<file path="src/rtl/ffram_wb_dma_pkg.sv">
// Shared types and constants for the FFRAM Wishbone DMA master.
package ffram_dma_pkg;

    typedef enum logic [2:0] {
        IDLE,
        RD_REQ,
        RD_GAP,
        WR_REQ,
        WR_GAP,
        FINISH
    } dma_state_t;

    typedef enum logic {
        MODE_COPY,
        MODE_FILL
    } dma_mode_t;

    localparam int unsigned WORD_BYTES = 4;
    localparam logic [3:0]  SEL_ALL    = 4'hF;

endpackage

</file>
<file path="src/rtl/ffram_wb_dma_if.sv">
// Wishbone master-side bus bundle between the DMA engine and the FFRAM slave.
interface ffram_wb_dma_if;

    logic        wbm_cyc_o;
    logic        wbm_stb_o;
    logic        wbm_we_o;
    logic [3:0]  wbm_sel_o;
    logic [31:0] wbm_adr_o;
    logic [31:0] wbm_dat_o;
    logic [31:0] wbm_dat_i;
    logic        wbm_ack_i;

    modport master (
        output wbm_cyc_o, wbm_stb_o, wbm_we_o, wbm_sel_o, wbm_adr_o, wbm_dat_o,
        input  wbm_dat_i, wbm_ack_i
    );

    modport slave (
        input  wbm_cyc_o, wbm_stb_o, wbm_we_o, wbm_sel_o, wbm_adr_o, wbm_dat_o,
        output wbm_dat_i, wbm_ack_i
    );

endinterface

</file>
<file path="src/rtl/ffram_wb_dma_wb_ack_timer.sv">
// Counts request cycles without ack; flags expiry on the cycle that would reach TIMEOUT_CYC.
module wb_ack_timer #(
    parameter int unsigned TIMEOUT_CYC = 16,
    parameter int unsigned TO_W        = $clog2(TIMEOUT_CYC + 1)
) (
    input  logic wb_clk_i,
    input  logic wb_rst_i,
    input  logic clear,
    input  logic enable,
    input  logic ack,
    output logic expired
);

    logic [TO_W-1:0] cnt_q;

    always_ff @(posedge wb_clk_i or posedge wb_rst_i) begin
        if (wb_rst_i)
            cnt_q <= '0;
        else if (clear)
            cnt_q <= '0;
        else if (enable && !ack)
            cnt_q <= cnt_q + TO_W'(1);
    end

    // An ack in the expiring cycle wins, so expiry is masked by ack.
    assign expired = enable && !ack && (cnt_q == TO_W'(TIMEOUT_CYC - 1));

endmodule

</file>
<file path="src/rtl/ffram_wb_dma.sv">
// Wishbone DMA master: block copy or pattern fill into the FFRAM slave, one access at a time.
module ffram_wb_dma
    import ffram_dma_pkg::*;
#(
    parameter int unsigned LEN_W       = 8,
    parameter int unsigned TIMEOUT_CYC = 16,
    parameter int unsigned TO_W        = $clog2(TIMEOUT_CYC + 1)
) (
    input  logic               wb_clk_i,
    input  logic               wb_rst_i,
    input  logic               start_i,
    input  logic               mode_i,
    input  logic [31:0]        src_adr_i,
    input  logic [31:0]        dst_adr_i,
    input  logic [LEN_W-1:0]   len_i,
    input  logic [31:0]        pattern_i,
    output logic               busy_o,
    output logic               done_o,
    output logic               err_o,
    ffram_wb_dma_if.master     wbm
);

    dma_state_t       state_q, state_d;
    dma_mode_t        mode_q, mode_d;
    logic [31:0]      src_q, src_d, dst_q, dst_d, data_q, data_d, pat_q, pat_d;
    logic [LEN_W-1:0] rem_q, rem_d;
    logic             err_d, busy_d, done_d;
    logic             cyc_q, cyc_d, we_q, we_d;
    logic [3:0]       sel_q, sel_d;
    logic [31:0]      adr_q, adr_d, dat_q, dat_d, req_adr;
    logic             accept, in_req, ack, ack_timeout;

    assign ack    = wbm.wbm_ack_i;
    assign accept = (state_q == IDLE) && start_i;
    assign in_req = (state_q == RD_REQ) || (state_q == WR_REQ);

    wb_ack_timer #(.TIMEOUT_CYC(TIMEOUT_CYC), .TO_W(TO_W)) u_timer (
        .wb_clk_i (wb_clk_i),
        .wb_rst_i (wb_rst_i),
        .clear    (!in_req),
        .enable   (in_req),
        .ack      (ack),
        .expired  (ack_timeout)
    );

    always_ff @(posedge wb_clk_i or posedge wb_rst_i) begin
        if (wb_rst_i) state_q <= IDLE;
        else          state_q <= state_d;
    end

    always_comb begin
        state_d = state_q;
        unique case (state_q)
            IDLE:   if (start_i)
                        state_d = (len_i == '0) ? FINISH
                                : (dma_mode_t'(mode_i) == MODE_FILL) ? WR_REQ : RD_REQ;
            RD_REQ: if (ack)              state_d = RD_GAP;
                    else if (ack_timeout) state_d = FINISH;
            RD_GAP: state_d = WR_REQ;
            WR_REQ: if (ack)              state_d = WR_GAP;
                    else if (ack_timeout) state_d = FINISH;
            WR_GAP: state_d = (rem_q == '0) ? FINISH
                            : (mode_q == MODE_FILL) ? WR_REQ : RD_REQ;
            FINISH: state_d = IDLE;
            default: state_d = IDLE;
        endcase
    end

    // Outputs are registered from the next-state view so the bus follows the state with no lag.
    always_comb begin
        mode_d  = accept ? dma_mode_t'(mode_i) : mode_q;
        pat_d   = accept ? pattern_i : pat_q;
        src_d   = accept ? src_adr_i
                : (state_q == RD_REQ && ack) ? src_q + 32'(WORD_BYTES) : src_q;
        dst_d   = accept ? dst_adr_i
                : (state_q == WR_REQ && ack) ? dst_q + 32'(WORD_BYTES) : dst_q;
        rem_d   = accept ? len_i
                : (state_q == WR_REQ && ack) ? rem_q - LEN_W'(1) : rem_q;
        data_d  = (state_q == RD_REQ && ack) ? wbm.wbm_dat_i : data_q;
        err_d   = accept ? 1'b0 : (ack_timeout ? 1'b1 : err_o);
        busy_d  = (state_d != IDLE);
        done_d  = (state_q == FINISH);
        cyc_d   = (state_d == RD_REQ) || (state_d == WR_REQ);
        we_d    = (state_d == WR_REQ);
        sel_d   = cyc_d ? SEL_ALL : '0;
        req_adr = we_d ? dst_d : src_d;
        adr_d   = cyc_d ? {req_adr[31:2], 2'b00} : '0;
        dat_d   = we_d ? ((mode_d == MODE_FILL) ? pat_d : data_d) : '0;
    end

    always_ff @(posedge wb_clk_i or posedge wb_rst_i) begin
        if (wb_rst_i) begin
            mode_q <= MODE_COPY;
            pat_q  <= '0;
            src_q  <= '0;
            dst_q  <= '0;
            rem_q  <= '0;
            data_q <= '0;
            err_o  <= 1'b0;
            busy_o <= 1'b0;
            done_o <= 1'b0;
            cyc_q  <= 1'b0;
            we_q   <= 1'b0;
            sel_q  <= '0;
            adr_q  <= '0;
            dat_q  <= '0;
        end else begin
            mode_q <= mode_d;
            pat_q  <= pat_d;
            src_q  <= src_d;
            dst_q  <= dst_d;
            rem_q  <= rem_d;
            data_q <= data_d;
            err_o  <= err_d;
            busy_o <= busy_d;
            done_o <= done_d;
            cyc_q  <= cyc_d;
            we_q   <= we_d;
            sel_q  <= sel_d;
            adr_q  <= adr_d;
            dat_q  <= dat_d;
        end
    end

    assign wbm.wbm_cyc_o = cyc_q;
    assign wbm.wbm_stb_o = cyc_q;
    assign wbm.wbm_we_o  = we_q;
    assign wbm.wbm_sel_o = sel_q;
    assign wbm.wbm_adr_o = adr_q;
    assign wbm.wbm_dat_o = dat_q;

endmodule

</file>
<file path="src/flat_wrapper.sv">
// flat-port wrapper written by rule: the top's interface ports become plain ports
module ffram_wb_dma_flat import ffram_dma_pkg::*;
#(
    parameter int unsigned LEN_W       = 8,
    parameter int unsigned TIMEOUT_CYC = 16,
    parameter int unsigned TO_W        = $clog2(TIMEOUT_CYC + 1)
)
  (wb_clk_i, wb_rst_i, start_i, mode_i, src_adr_i, dst_adr_i, len_i, pattern_i, busy_o, done_o, err_o, wbm_wbm_cyc_o, wbm_wbm_stb_o, wbm_wbm_we_o, wbm_wbm_sel_o, wbm_wbm_adr_o, wbm_wbm_dat_o, wbm_wbm_dat_i, wbm_wbm_ack_i);
  ffram_wb_dma_if wbm_i ();
  input  logic wb_clk_i;
  input  logic wb_rst_i;
  input  logic start_i;
  input  logic mode_i;
  input  logic [31:0] src_adr_i;
  input  logic [31:0] dst_adr_i;
  input  logic [LEN_W-1:0] len_i;
  input  logic [31:0] pattern_i;
  output logic busy_o;
  output logic done_o;
  output logic err_o;
  output wire logic [$bits(wbm_i.wbm_cyc_o)-1:0] wbm_wbm_cyc_o;
  output wire logic [$bits(wbm_i.wbm_stb_o)-1:0] wbm_wbm_stb_o;
  output wire logic [$bits(wbm_i.wbm_we_o)-1:0] wbm_wbm_we_o;
  output wire logic [$bits(wbm_i.wbm_sel_o)-1:0] wbm_wbm_sel_o;
  output wire logic [$bits(wbm_i.wbm_adr_o)-1:0] wbm_wbm_adr_o;
  output wire logic [$bits(wbm_i.wbm_dat_o)-1:0] wbm_wbm_dat_o;
  input wire logic [$bits(wbm_i.wbm_dat_i)-1:0] wbm_wbm_dat_i;
  input wire logic [$bits(wbm_i.wbm_ack_i)-1:0] wbm_wbm_ack_i;
  assign wbm_wbm_cyc_o = wbm_i.wbm_cyc_o;
  assign wbm_wbm_stb_o = wbm_i.wbm_stb_o;
  assign wbm_wbm_we_o = wbm_i.wbm_we_o;
  assign wbm_wbm_sel_o = wbm_i.wbm_sel_o;
  assign wbm_wbm_adr_o = wbm_i.wbm_adr_o;
  assign wbm_wbm_dat_o = wbm_i.wbm_dat_o;
  assign wbm_i.wbm_dat_i = wbm_wbm_dat_i;
  assign wbm_i.wbm_ack_i = wbm_wbm_ack_i;
  ffram_wb_dma #(.LEN_W(LEN_W), .TIMEOUT_CYC(TIMEOUT_CYC), .TO_W(TO_W)) u_core (.wb_clk_i(wb_clk_i), .wb_rst_i(wb_rst_i), .start_i(start_i), .mode_i(mode_i), .src_adr_i(src_adr_i), .dst_adr_i(dst_adr_i), .len_i(len_i), .pattern_i(pattern_i), .busy_o(busy_o), .done_o(done_o), .err_o(err_o), .wbm(wbm_i));
endmodule
</file>
<file path="config.mk">
export PLATFORM = sky130hd
export DESIGN_NAME = ffram_wb_dma_flat
export DESIGN_NICKNAME = d
export VERILOG_FILES = /design/src/rtl/ffram_wb_dma_pkg.sv /design/src/rtl/ffram_wb_dma_if.sv /design/src/rtl/ffram_wb_dma_wb_ack_timer.sv /design/src/rtl/ffram_wb_dma.sv /design/src/flat_wrapper.sv
export SDC_FILE = /design/constraint.sdc
export NUM_CORES = 1
export LEC_CHECK = 0
export BUFFER_PORTS_ARGS = -buffer_cell sky130_fd_sc_hd__buf_2
export CAP_MARGIN = 20
export CORE_ASPECT_RATIO = 0.75
export CORE_MARGIN = 10
export CORE_UTILIZATION = 50
export CTS_BUF_LIST = sky130_fd_sc_hd__clkbuf_8
export DETAILED_ROUTE_END_ITERATION = 7
export PLACE_DENSITY_LB_ADDON = 0.25
export SLEW_MARGIN = 20
export SYNTH_ARGS = -nofsm -noshare
export SYNTH_HDL_FRONTEND = slang
export SYNTH_HIERARCHICAL = 1
export SYNTH_SLANG_ARGS = --single-unit
export TNS_END_PERCENT = 10
</file>
<file path="constraint.sdc">
create_clock -name wb_clk_i -period 10.8 [get_ports wb_clk_i]
set_input_delay 1.62 -clock wb_clk_i [delete_from_list [all_inputs] [get_ports wb_clk_i]]
set_output_delay 1.62 -clock wb_clk_i [all_outputs]
set_load 0.01 [all_outputs]
</file>
==> metrics.md <==
| Metric | Value |
|---|---|
| Status | `complete, no violations` |
| Aggregate negative setup slack | `0 ns` |
| Root buffer cell | `sky130_fd_sc_hd__clkbuf_8` |
| Longest individual stage delay on the worst path | `0.95 ns` |
| Share of layout cells above drive strength 1 | `0.2433` |
| CP Max Fanout | `40` |
| TritonCTS clock tree | `done` |
| Post-placement setup slack | `6.186 ns` |
| Area taken by multi-input logic gates | `4090 sq um` |
| Number of buffers added to fix hold violations after cts | `0` |
| Worst r2r src | `u_core/state_q[0]` |
| Synth async-reset ratio | `1.000` |
| Total of warnings raised by yosys | `6` |
| DRC violation total after the first TritonRoute iteration | `766` |
| Number of buffers added by the clock tree synthesis step | `35` |
| Final weighted congestion of routability-driven global placement | `0.8672` |
| Number of standard cells after synthesis | `1018` |
| Vias in the first global route | `8140` |
| Post-route antenna net violation count | `0` |
| Number of top-level pins | `215` |
| Data arrival at the endpoint of the critical path | `4.48 ns` |
| Number of nets in the finished design | `1351` |
| Per-cell routed wire length | `18.94 microns` |
| Startpoint of the tightest hold check path | `u_core/data_q[16]` |
| Syn Std Cell Area | `9659 sq um` |
| Final core utilization | `0.6162` |
| Synth-to-Final Area Change | `19.44%` |
| Placement Rows | `43` |
| Detailed-placement wirelength estimate | `18920 microns` |
| Critical path launch point type | `primary input` |
| Effective utilization at floorplan | `0.5159` |
| Number of distinct library cell variants in the gate-level netlist after synthesis | `68` |
| Synthesized area per cell | `9.488 sq um` |
| Worst clock skew | `0.02787 ns` |
| Count of cells resized by post-cts repair | `0` |
| Top flip-flop cell by instance count after synthesis | `sky130_fd_sc_hd__dfrtp_1` |
| Total core area | `18720 sq um` |
| Fillers | `1638` |
| Overall routing resource usage | `0.2119` |
| Die Height | `140.4 microns` |
| Overall routed net length | `27980 microns` |
| Critical Setup Path Class | `in -> reg` |
| Cell-by-cell listing of the critical path | `buf_2 -> and4bb_2 -> nand4_1 -> or4_1 -> a31oi_1 -> a22o_1` |
| Number of synthesized flops with an enable pin | `0` |
| Fmax | `248.1 MHz` |
| Clock Tree Buf Depth | `3` |
| Depth of the CTS H-tree | `2` |
| Peak supply drop | `0.0002072 V` |
| Via density | `5.666` |
| Reg clk slew, reported paths | `0.07 ns` |
| Pwr/cell area | `300.0 nW/um^2` |
| CP required | `11.25 ns` |
| Cell depth of the worst min-delay path | `2` |
| Setup repair after global routing missed its margin | `false` |
| Remaining max-slew budget at the tightest pin | `0.2698` |
| First drt pass iteration count | `5` |
| Worst reg2reg setup slack | `7.40 ns` |
| Worst reg2reg path depth | `5` |
| Wire length of the first global-routing pass | `44210 microns` |
| FF-to-FF End | `u_core/wbm.wbm_adr_o[17]` |
| Count of max-cap constraint violations | `0` |
| Destination of the worst hold path | `u_core/data_q[16]` |
| Worst setup margin | `6.770 ns` |
| Total global routing overflow | `0` |
| Slowest CP cell | `sky130_fd_sc_hd__and4bb_2` |
| Type of element capturing the critical path | `flop` |
| Non-filler instance count after layout | `1477` |
| Total power after layout | `3461 uW` |
| Number of remaining DRC errors | `0` |
| Hold Fails Final Rpt | `0` |
| Via count of the routed design | `8369` |
| Static leakage | `0.005568 uW` |
| Clock Sink Count | `208` |
| Horizontal die dimension | `180.5 microns` |
| Area enclosed by the die boundary | `25340 sq um` |
| Number of antenna violations at the first check in global routing | `1` |
| Tcrit/Tclk final | `0.3731` |
| Min cycle time layout | `4.030 ns` |
| Count of state elements after synthesis | `208` |
| Final setup violation count | `0` |
| Worst hold path class | `reg -> reg` |
| Area taken by flip-flops and latches | `5205 sq um` |
| Clock latency at the later pin of the worst-skew pair | `0.51 ns` |
| Count of buffers added by post-CTS timing repair for setup | `0` |
| Maximum number of pins on one net before global-route repair | `130` |
| Worst-Margin Slew | `1.095 ns` |
| Count of pins over their slew limit | `0` |
| Most frequent cells in the layout | `sky130_fd_sc_hd__nand2_1 (256), sky130_fd_sc_hd__buf_2 (208), sky130_fd_sc_hd__dfrtp_1 (208)` |
| Number of buffers added on ports | `208` |
| Cells after DPL | `1415` |
| Most common library cell in the layout ignoring fill and taps | `sky130_fd_sc_hd__nand2_1` |
| Post-synthesis sequential area ratio | `0.5389` |
sequential cells by signal, indices dropped and copies added (netlist names):
| name | flops |
|---|---|
| u_core/rem_q | 8 |
| u_core/src_q | 30 |
| u_core/err_o | 1 |
| u_core/state_q | 3 |
| u_core/u_timer/cnt_q | 5 |
| u_core/done_o | 1 |
| u_core/data_q | 32 |
| u_core/dst_q | 30 |
| u_core/wbm.wbm_adr_o | 30 |
| u_core/wbm.wbm_we_o | 1 |
| u_core/wbm.wbm_sel_o | 1 |
| u_core/pat_q | 32 |
| u_core/mode_q | 1 |
| u_core/wbm.wbm_dat_o | 32 |
| u_core/busy_o | 1 |
cell usage after synthesis (4+ instances only):
master                     instances  area share
sky130_fd_sc_hd__and3_1           14      0.0091
sky130_fd_sc_hd__or3_1            16       0.010
sky130_fd_sc_hd__xnor2_1          15       0.014
sky130_fd_sc_hd__nand4_1          20       0.013
sky130_fd_sc_hd__o31ai_1           8      0.0062
sky130_fd_sc_hd__nand3_1          29       0.015
sky130_fd_sc_hd__a311oi_1         32       0.029
sky130_fd_sc_hd__nor2_1           88       0.034
sky130_fd_sc_hd__buf_2            22       0.011
sky130_fd_sc_hd__and4_1           10      0.0091
sky130_fd_sc_hd__nor4_1           13      0.0084
sky130_fd_sc_hd__clkbuf_1         31       0.012
sky130_fd_sc_hd__a31oi_1          19       0.012
sky130_fd_sc_hd__inv_1            20      0.0078
sky130_fd_sc_hd__nand2_1         256       0.099
sky130_fd_sc_hd__o21ai_0          42       0.022
sky130_fd_sc_hd__a31o_2            7      0.0063
sky130_fd_sc_hd__buf_4             7      0.0054
sky130_fd_sc_hd__ha_1              5      0.0065
sky130_fd_sc_hd__dfrtp_1         208        0.54
sky130_fd_sc_hd__o211ai_1          4      0.0031
sky130_fd_sc_hd__o32ai_1           7      0.0063
sky130_fd_sc_hd__nor3_1           20       0.010
sky130_fd_sc_hd__a21oi_1          11      0.0057
sky130_fd_sc_hd__and2_1            8      0.0052
sky130_fd_sc_hd__a22o_1           20       0.018
sky130_fd_sc_hd__xor2_1            8      0.0073
sky130_fd_sc_hd__or4_1            14       0.011
through the flow:
| step | hold slack, ns | instance area (sq um) |
|---|---|---|
| after floorplan | 0.4393 | 9663 |
| after global placement | 0.4503 | 10780 |
| after detailed placement | 0.4567 | 10780 |
| after CTS | 0.4709 | 11530 |
| after global routing | 0.4857 | 11540 |
| final | 0.4711 | 11540 |
cell type report:
| type | count | share of cell area |
|---|---|---|
| inverter | 21 | 0.007483 |
| clock buffer | 49 | 0.05845 |
| clock inverter | 12 | 0.006615 |
| multi-input combinational | 724 | 0.3545 |
| antenna | 1 | 0.0002169 |
| sequential | 208 | 0.4511 |
| timing repair buffer | 215 | 0.09478 |
| tap | 247 | 0.02679 |
worst max-delay path: cells and delay by family:
family	cells	cell delay [ns]
and+or+nand+nor	3	2.11
AOI/OAI and AO/OA	2	0.51
buffers and inverters	1	0.23
layer usage:
layer / share of wire / routed length, microns / vias up / global-route usage
li1: - / - / 3992 / -
met1: 0.46 / 12740 / 4000 / 0.2987
met2: 0.44 / 12180 / 330 / 0.3082
met3: 0.090 / 2521 / 47 / 0.06358
met4: 0.019 / 537 / 0 / 0.06115
met5: 0 / 0 / - / 0
worst max-delay path by stage:
stage / from / slack (ns) / endpoint / depth (start not counted)
after detailed placement: wbm_wbm_ack_i / 6.19 / u_core/wbm.wbm_adr_o[17] / 6
after global routing: wbm_wbm_ack_i / 6.56 / u_core/wbm.wbm_adr_o[17] / 6
after global placement: wbm_wbm_ack_i / 6.20 / u_core/wbm.wbm_adr_o[17] / 6
after floorplan: wb_rst_i / 3.64 / u_core/busy_o / 1
after CTS: wbm_wbm_ack_i / 6.73 / u_core/wbm.wbm_adr_o[17] / 6
final: wbm_wbm_ack_i / 6.77 / u_core/wbm.wbm_adr_o[17] / 6
power by group:
| group | switching (uW) | total [uW] | leakage [uW] | internal (uW) |
|---|---|---|---|---|
| logic | 857 | 1350 | 0.00256 | 498 |
| clock network | 315 | 741 | 0.000419 | 425 |
| registers | 230 | 1370 | 0.00259 | 1140 |
| total | 1400 | 3460 | 0.00557 | 2060 |
cell families after synthesis:
group	share of synthesized area
xor gates and xnor gates	0.02086
other	0.0003882
adders and majority gates	0.006477
DFF	0.5389
AOI/OAI and AO/OA	0.1315
and+or+nand+nor	0.2556
buffers and inverters	0.04171
muxes	0.004663
(Power assumes the default switching activity.)
